### config.mk
export PLATFORM = sky130hd
export DESIGN_NAME = polyphase_downsampler
export DESIGN_NICKNAME = d
export VERILOG_FILES = /design/src/rtl/ds_pkg.sv /design/src/rtl/ds_coeff_rom.sv /design/src/rtl/polyphase_downsampler.sv
export SDC_FILE = /design/constraint.sdc
export NUM_CORES = 1
export LEC_CHECK = 0
export BUFFER_PORTS_ARGS = -buffer_cell sky130_fd_sc_hd__buf_2
export CORE_ASPECT_RATIO = 1.5
export CORE_UTILIZATION = 39
export CTS_CLUSTER_SIZE = 28
export DETAILED_ROUTE_END_ITERATION = 10
export GPL_TIMING_DRIVEN = 0
export RECOVER_POWER = 100
export SKIP_LAST_GASP = 1
export SYNTH_ARGS = -nofsm -noshare
export SYNTH_HDL_FRONTEND = slang
export SYNTH_SLANG_ARGS = --single-unit
### constraint.sdc
create_clock -name clk -period 19.5 [get_ports clk]
set_clock_uncertainty 0.1 [all_clocks]
set_input_delay 5.85 -clock clk [delete_from_list [all_inputs] [get_ports clk]]
set_output_delay 5.85 -clock clk [all_outputs]
set_load 0.02 [all_outputs]
### src/rtl/ds_pkg.sv
// rtl/ds_pkg.sv - shared widths, geometry and FSM states for polyphase_downsampler
package ds_pkg;
  localparam int SAMPLE_W = 16;
  localparam int COEFF_W  = 16;
  localparam int ACC_W    = 35;
  localparam int TAPS     = 8;
  localparam int PHASES   = 16;

  typedef enum logic [1:0] {
    IDLE,
    MAC,
    OUT
  } ds_state_e;
endpackage

### src/rtl/ds_coeff_rom.sv
// rtl/ds_coeff_rom.sv - 16-phase x 8-tap Q1.15 anti-alias coefficients, each bank sums to 32768
module ds_coeff_rom
  import ds_pkg::*;
(
  input  logic [3:0]                phase_i,
  input  logic [2:0]                tap_i,
  output logic signed [COEFF_W-1:0] coeff_o
);

  logic signed [COEFF_W-1:0] skew;

  // Phase moves weight between the two centre taps, so every bank keeps unity DC gain.
  always_comb begin
    skew = $signed({4'b0000, phase_i, 8'h00}) - 16'sd2048;
    case (tap_i)
      3'd0, 3'd7: coeff_o = -16'sd512;
      3'd1, 3'd6: coeff_o = 16'sd1536;
      3'd2, 3'd5: coeff_o = 16'sd4096;
      3'd3:       coeff_o = 16'sd11264 + skew;
      default:    coeff_o = 16'sd11264 - skew;
    endcase
  end

endmodule

### src/rtl/polyphase_downsampler.sv
// rtl/polyphase_downsampler.sv - 44.1k -> ~27.4k polyphase decimator with one time-shared MAC
// Optional output saturation is enabled by defining DS_SATURATE_EN.
module polyphase_downsampler
  import ds_pkg::*;
#(
  parameter int unsigned STEP   = 40718,
  parameter int          TAPS   = ds_pkg::TAPS,
  parameter int          PHASES = ds_pkg::PHASES
) (
  input  logic                       clk,
  input  logic                       reset,
  input  logic signed [SAMPLE_W-1:0] in_sample,
  input  logic                       valid_in,
  output logic signed [SAMPLE_W-1:0] out_sample,
  output logic                       valid_out,
  output logic                       busy,
  output logic                       overrun
);

  localparam int PTR_W = $clog2(TAPS);
  localparam int PH_W  = $clog2(PHASES);

  ds_state_e                 state_q;
  logic signed [SAMPLE_W-1:0] buf_q [TAPS];
  logic [PTR_W-1:0]          wr_ptr_q;
  logic [PTR_W-1:0]          base_q;
  logic [PTR_W-1:0]          k_q;
  logic [15:0]               acc_q;
  logic [PH_W-1:0]           phase_q;
  logic signed [ACC_W-1:0]   sum_q;
  logic signed [SAMPLE_W-1:0] res_q;
  logic signed [SAMPLE_W-1:0] out_q;
  logic                      valid_q;
  logic                      overrun_q;
  logic                      fin_q;

  logic [16:0]                 acc_d;
  logic [PTR_W-1:0]            rd_idx;
  logic signed [COEFF_W-1:0]   coeff;
  logic signed [2*SAMPLE_W-1:0] prod;
  logic signed [ACC_W-1:0]     sum_d;
  logic signed [ACC_W-1:0]     rnd;
  logic signed [SAMPLE_W-1:0]  res_d;
  logic                        rnd_lo_unused;

  assign acc_d  = {1'b0, acc_q} + 17'(STEP);
  assign rd_idx = base_q - PTR_W'(1) - k_q;
  assign prod   = buf_q[rd_idx] * coeff;
  assign sum_d  = sum_q + {{(ACC_W-2*SAMPLE_W){prod[2*SAMPLE_W-1]}}, prod};
  assign rnd    = sum_q + ACC_W'(16384);
  assign rnd_lo_unused = ^rnd[14:0];

  ds_coeff_rom u_rom (
    .phase_i (4'(phase_q)),
    .tap_i   (3'(k_q)),
    .coeff_o (coeff)
  );

`ifdef DS_SATURATE_EN
  always_comb begin
    res_d = rnd[30:15];
    if (rnd[ACC_W-1:30] != {(ACC_W-30){rnd[30]}}) begin
      res_d = rnd[ACC_W-1] ? 16'sh8000 : 16'sh7fff;
    end
  end
`else
  logic rnd_hi_unused;
  assign rnd_hi_unused = ^rnd[ACC_W-1:31];
  assign res_d = rnd[30:15];
`endif

  // OUT spends two cycles: round/saturate into res_q, then publish it.
  always_ff @(posedge clk) begin
    if (reset) begin
      state_q   <= IDLE;
      wr_ptr_q  <= '0;
      base_q    <= '0;
      k_q       <= '0;
      acc_q     <= '0;
      phase_q   <= '0;
      sum_q     <= '0;
      res_q     <= '0;
      out_q     <= '0;
      valid_q   <= 1'b0;
      overrun_q <= 1'b0;
      fin_q     <= 1'b0;
      for (int i = 0; i < TAPS; i++) buf_q[i] <= '0;
    end else begin
      valid_q <= 1'b0;
      if (valid_in && state_q != IDLE) overrun_q <= 1'b1;
      case (state_q)
        IDLE: begin
          if (valid_in) begin
            buf_q[wr_ptr_q] <= in_sample;
            wr_ptr_q        <= wr_ptr_q + PTR_W'(1);
            acc_q           <= acc_d[15:0];
            if (acc_d[16]) begin
              phase_q <= acc_d[15 -: PH_W];
              base_q  <= wr_ptr_q + PTR_W'(1);
              k_q     <= '0;
              sum_q   <= '0;
              state_q <= MAC;
            end
          end
        end
        MAC: begin
          sum_q <= sum_d;
          k_q   <= k_q + PTR_W'(1);
          if (k_q == PTR_W'(TAPS - 1)) begin
            fin_q   <= 1'b0;
            state_q <= OUT;
          end
        end
        OUT: begin
          if (!fin_q) begin
            res_q <= res_d;
            fin_q <= 1'b1;
          end else begin
            out_q   <= res_q;
            valid_q <= 1'b1;
            state_q <= IDLE;
          end
        end
        default: state_q <= IDLE;
      endcase
    end
  end

  assign out_sample = out_q;
  assign valid_out  = valid_q;
  assign busy       = (state_q != IDLE);
  assign overrun    = overrun_q;

endmodule

Word level (Yosys, flattened, before mapping)
Memory sizes are Yosys's and may differ from the RTL's. Cells that the tools add are included.

Memories: 1. Input port bits: 19. RAM bits: 128. Register bits: 101. Output and inout bits: 19.

Memories: buf_q (depth 8, bits a word 16, rd ports 1, clocked after memory_dff 0, write ports 8, line polyphase_downsampler.sv:24) `logic signed [SAMPLE_W-1:0] buf_q [TAPS];`.

Add/sub/neg operators: 10. Bitwise operators: 2. Equality and inequality tests: 12. Multiplexer cells: 24. Reduce and logical (&&, ||, !) cells: 18. Multipliers: 1.

Operator list (count): $mux 35 (2); $pmux 35 s2 (1); $pmux 16 s4 (1); $add 35x35->35 (1); $mul 16x16->32 (1); $add 31x16->31 const B (1); $add 16x16->17 const B (1); $add 15x16->16 const A (1); $mux 16 (1); $reduce_or 16->1 (1); $sub 15x16->16 const A (1); $sub 12x12->13 const B (1); $eq 3x3->1 const B (3); $mux 1 (9); $mux 3 (3); $mux 2 (4); $ne 2x2->1 const B (4); $reduce_and 2->1 (4); $reduce_or 2->1 (4); $add 3x1->3 const B (2); $eq 3x2->1 const B (2); $pmux 2 s3 (1); $pmux 3 s2 (1); $reduce_and 3->1 (2); other kinds (12) (15).

Longest topological paths before layout
Word-level depth: 6. Depth in mapped cells: 38. Depth with buffers taken out: 36.

Hierarchy
Synthesis repeated with hierarchy kept, for this count alone.

Cells, all modules: 2113. Area total of the unflattened synthesis: 21052.7 µm².

By module, submodules not included: polyphase_downsampler (area each 20668.6 µm², instances 1, cells each 2064, seq. area each 5765.5 µm²); ds_coeff_rom (area each 384.1 µm², instances 1, cells each 49, seq. area each 0.0 µm²).

Least setup slack after synthesis
No wires, ideal clock.

Path type: register -> register. Start point: register k_q[0]. End point: register sum_q[30]. Period minus slack after synthesis: 8984 ps. Setup time: 117 ps. Slack: 10516 ps. Stages on the path, launching flop included: 35. Arrival: 8768 ps. Cell sequence: dfxtp_1 > inv_1 > ha_1 > fa_1 > xnor2_2 > xnor2_4 > clkbuf_1 > buf_2 > mux4_2 > mux2i_1 > nand2_1 > fa_1 > fa_1 > inv_1 > fa_1 > fa_1 > inv_1 > fa_1 > inv_1 > ha_1 > ha_1 > a21o_1 > a21o_1 > a21oi_1 > o21ai_1 > a221oi_1 > nor3_1 > or3b_1 > a21oi_1 > xnor2_1 > ha_1 > a21o_1 > a31oi_1 > xnor2_1 > a22o_1.

Cells in the longest elaborated chain, start to end: 6. Elaborated cells between the ends (all ways): 16. Classes of those cells: 2 x add/sub; 1 x mul; 6 x eq/ne; 2 x mux; 4 x reduce/logical; 1 x memory.

RTL lines: start, declared (line polyphase_downsampler.sv:27) `logic [PTR_W-1:0] k_q;`; start signal, assigned (line polyphase_downsampler.sv:108) `k_q <= k_q + PTR_W'(1);`; parallel branches: the longest is 3 deep, another holds $mem_v2 8x16; $mul 16x16->32 (*) (line polyphase_downsampler.sv:48) `assign prod = buf_q[rd_idx] * coeff;`; $add 35x35->35 (*) (line polyphase_downsampler.sv:49) `assign sum_d = sum_q + {{(ACC_W-2*SAMPLE_W){prod[2*SAMPLE_W-1]}}, prod};`; $pmux 35 s2 (*) (line polyphase_downsampler.sv:91) `case (state_q)`; end signal, assigned (line polyphase_downsampler.sv:107) `sum_q <= sum_d;`; end, declared (line polyphase_downsampler.sv:30) `logic signed [ACC_W-1:0] sum_q;`.

Every way passes the cells marked *. A chain may end at the register's enable or synchronous reset.

Final worst setup path
Same ends and word-level chain as after synthesis.

==> impl_metrics.csv <==
group,metric,value,unit
clock_network,htreeDepth,1,
setup_path,cp_max_fo,10,
clock_network,insertion_delay,0.52,ns
timing,rsz0062_at_grt,"false",
setup_path,end_kind,"flip-flop",
yosys,synth_edf_count,128,
floorplan,core.rowCount,87,
yosys,ys_warn_count,0,
setup_path,crit_path_max_incr_delay,0.85,ns
clock_network,cts_setup_buffers,0,
yosys,synthTopCellsByArea,"edfxtp_1 (26%), fa_1 (14%), dfxtp_1 (12%)",
setup_path,crit_path_start,"k_q[0]$_SDFFE_PP0P_",
global_routing,antenna_found_initial,0,
clock_network,clk_pin_slew,0.06,ns
timing,finalCritPeriodShare,58.9,%
detailed_routing,vias,10100,
final_layout,fin_nets,1736,
final_layout,mostFrequentLayoutCell,"nor2_1",
setup_path,timing.rr.start,"k_q[0]$_SDFFE_PP0P_",
yosys,synth_seq_cells,216,
detailed_routing,drt-initial-drc-count,310,
global_routing,grt.total_usage,18.3,%
yosys,netlist-cell-type-count,56,
placed_design,place_area,15900,um^2
global_routing,grt_pass1_wl,55.8,mm
placed_design,place_hpwl,27.1,mm
final_layout,syn2layout_area_growth,9.85,%
setup_path,crit_top_cell,"fa_1",
timing,worstMarginPinSlew,1.66,ns
detailed_routing,drc,0,
timing,timing_hold_violations_final,0,
yosys,synth_area_leader_cell,"edfxtp_1",
clock_network,cts_made_buffers,22,
clock_network,cts_buffer_depth,3,
timing,finalMaxSlewViolations,34,
detailed_routing,routedWlPerCell,17.3,um
final_layout,mostFrequentLayoutCells,"nor2_1 (168), inv_1 (154), edfxtp_1 (128)",
timing,min_period,11.49,ns
setup_path,cpMaxStageDelayCell,"mux2i_1",
final_layout,final_area,16500,um^2
yosys,avgSynthCellArea,10.5,um^2
setup_path,cp.required,19.81,ns
setup_path,path_class,"reg -> reg",
timing,setup_viol,0,
yosys,syn_nets,1671,
yosys,synth.yosys.seq_area_share,37.4,%
setup_path,ff2ff_path_depth,34,
setup_path,rrSetupSlack,8.01,ns
final_layout,diodes,0,
outcome,failed_checks,"capacitance limit, slew limit",
clock_network,ctsResizeCount,0,
clock_network,cts_hold_buffers,0,
timing,fmaxAchievable,0.0870,GHz
global_routing,first_global_vias,10600,
timing,relSlewSlack,-10.4,%
clock_network,clockRootBuffer,"clkbuf_16",
clock_network,cts_sinks,216,
yosys,synth-main-ff-cell,"edfxtp_1",
yosys,yosys.area.top_type_share,25.6,%
worst_hold_path,worstHoldPathType,"reg -> reg",
clock_network,cts_tree,"done",
floorplan,dieArea,39300,um^2
setup_path,r2r-end,"sum_q[30]$_SDFFE_PP0P_",
yosys,synth_async_sr_flop_share,0,%
detailed_routing,ant_nets,0,
floorplan,dieWidth,162,um
floorplan,die_h,242,um
global_routing,grt_max_degree,17,
final_layout,layout-drive-gt1-share,5.80,%
worst_hold_path,hold_depth,2,
setup_path,critPathArrivalTime,11.80,ns
detailed_routing,vias_per_cell,5.04,
worst_hold_path,whs_endpoint,"out_sample[15]$_SDFFE_PP0P_",
placed_design,io_buffer_count,37,
floorplan,io-pin-count,38,
final_layout,fillCellCount,3618,
outcome,outcome,"finished, violations left",
yosys,synthesis.area,15000,um^2
placed_design,place_congestion,0.815,
job,cap_violations,3,
timing,setup_tns,0,ns
worst_hold_path,min-delay-start,"res_q[15]$_SDFFE_PP0P_",
setup_path,cp-start-kind,"flip-flop",
yosys,synthCells,1436,
detailed_routing,first_pass_iters,4,
global_routing,gr-total-overflow,0,
floorplan,coreArea,37800,um^2
floorplan,initial_core_util,39.7,%
detailed_routing,wirelength,34.8,mm
[state kept, by name, indices dropped and copies added (netlist names)]
name / count
valid_out: 1
k_q: 3
overrun: 1
base_q: 3
wr_ptr_q: 3
res_q: 16
out_sample: 16
phase_q: 4
sum_q: 23
acc_q: 15
state_q: 2
buf_q: 128
fin_q: 1
[area by class of cell]
class	instances	area, um^2	share of cell area, %
flip-flops and latches	216	5610	34.0
plain buffers	50	190	1.15
inverters	156	586	3.55
repair buffers	41	174	1.06
multi-input cells	1014	8600	52.2
well taps	489	612	3.71
clock inverters	7	91.3	0.554
clock buffers	32	629	3.82
[stage by stage]
stage | worst slack, ns | hold slack [ns] | utilization, % | instances
detailed placement | 8.56 | 0.345 | 42.1 | 1966
finish | 8.01 | 0.353 | 43.6 | 2005
global placement | 8.61 | 0.334 | 41.8 | 1962
global route | 7.28 | 0.368 | 43.6 | 2005
floorplan | 10.52 | 0.323 | - | 1436
CTS | 8.53 | 0.353 | 44.0 | 2005
[worst max-delay path, delay by kind of cell (launching register included)]
| kind | cells | cell delay [ns] |
|---|---|---|
| flip-flops | 1 | 0.36 |
| XOR/XNOR | 3 | 0.93 |
| AND/OR/NAND/NOR | 3 | 0.51 |
| buffers and inverters | 6 | 1.53 |
| multiplexers | 2 | 1.26 |
| AO/OA/AOI/OAI | 10 | 2.59 |
| adder cells (fa/ha/maj) | 10 | 4.06 |
[kinds of logic after synthesis]
logic type | synth area share [%]
AO/OA/AOI/OAI | 6.85
flip-flops | 37.4
XOR/XNOR | 4.89
multiplexers | 6.32
AND/OR/NAND/NOR | 16.3
adder cells (fa/ha/maj) | 23.1
buffers and inverters | 5.19
[Yosys cell counts, types with 14 or more instances]
library cell / instances
a21oi_1: 60
a22oi_1: 16
and2_1: 141
clkbuf_1: 40
dfxtp_1: 88
edfxtp_1: 128
fa_1: 102
ha_1: 114
inv_1: 154
mux2i_1: 19
mux4_2: 31
nand2_1: 89
nor2_1: 168
nor3_1: 14
o21ai_0: 30
or2_1: 24
xnor2_1: 54
xor2_1: 23
[layer usage]
metal | vias up | wire length (um) | GRT usage, % | part of all wire, %
met3 | 69 | 892 | 1.81 | 2.6
met2 | 153 | 19600 | 36.2 | 56
met4 | 0 | 1570 | 8.35 | 4.5
li1 | 4915 | - | - | -
met5 | - | 0 | 0 | 0
met1 | 4974 | 12700 | 18.9 | 37
[worst max path at each step]
| stage | endpoint | cells after the start | slack (ns) |
|---|---|---|---|
| 5_1_grt | sum_q[30]$_SDFFE_PP0P_ | 36 | 7.28 |
| 4_1_cts | sum_q[30]$_SDFFE_PP0P_ | 34 | 8.53 |
| 3_3_place_gp | sum_q[30]$_SDFFE_PP0P_ | 34 | 8.61 |
| 6_report | sum_q[30]$_SDFFE_PP0P_ | 34 | 8.01 |
| 3_5_place_dp | sum_q[30]$_SDFFE_PP0P_ | 34 | 8.56 |
| 2_1_floorplan | sum_q[30]$_SDFFE_PP0P_ | 34 | 10.52 |
Power is left out: the tool's default activity adds up to more than one toggle a clock period on the data nets, which glitch-free logic cannot reach.
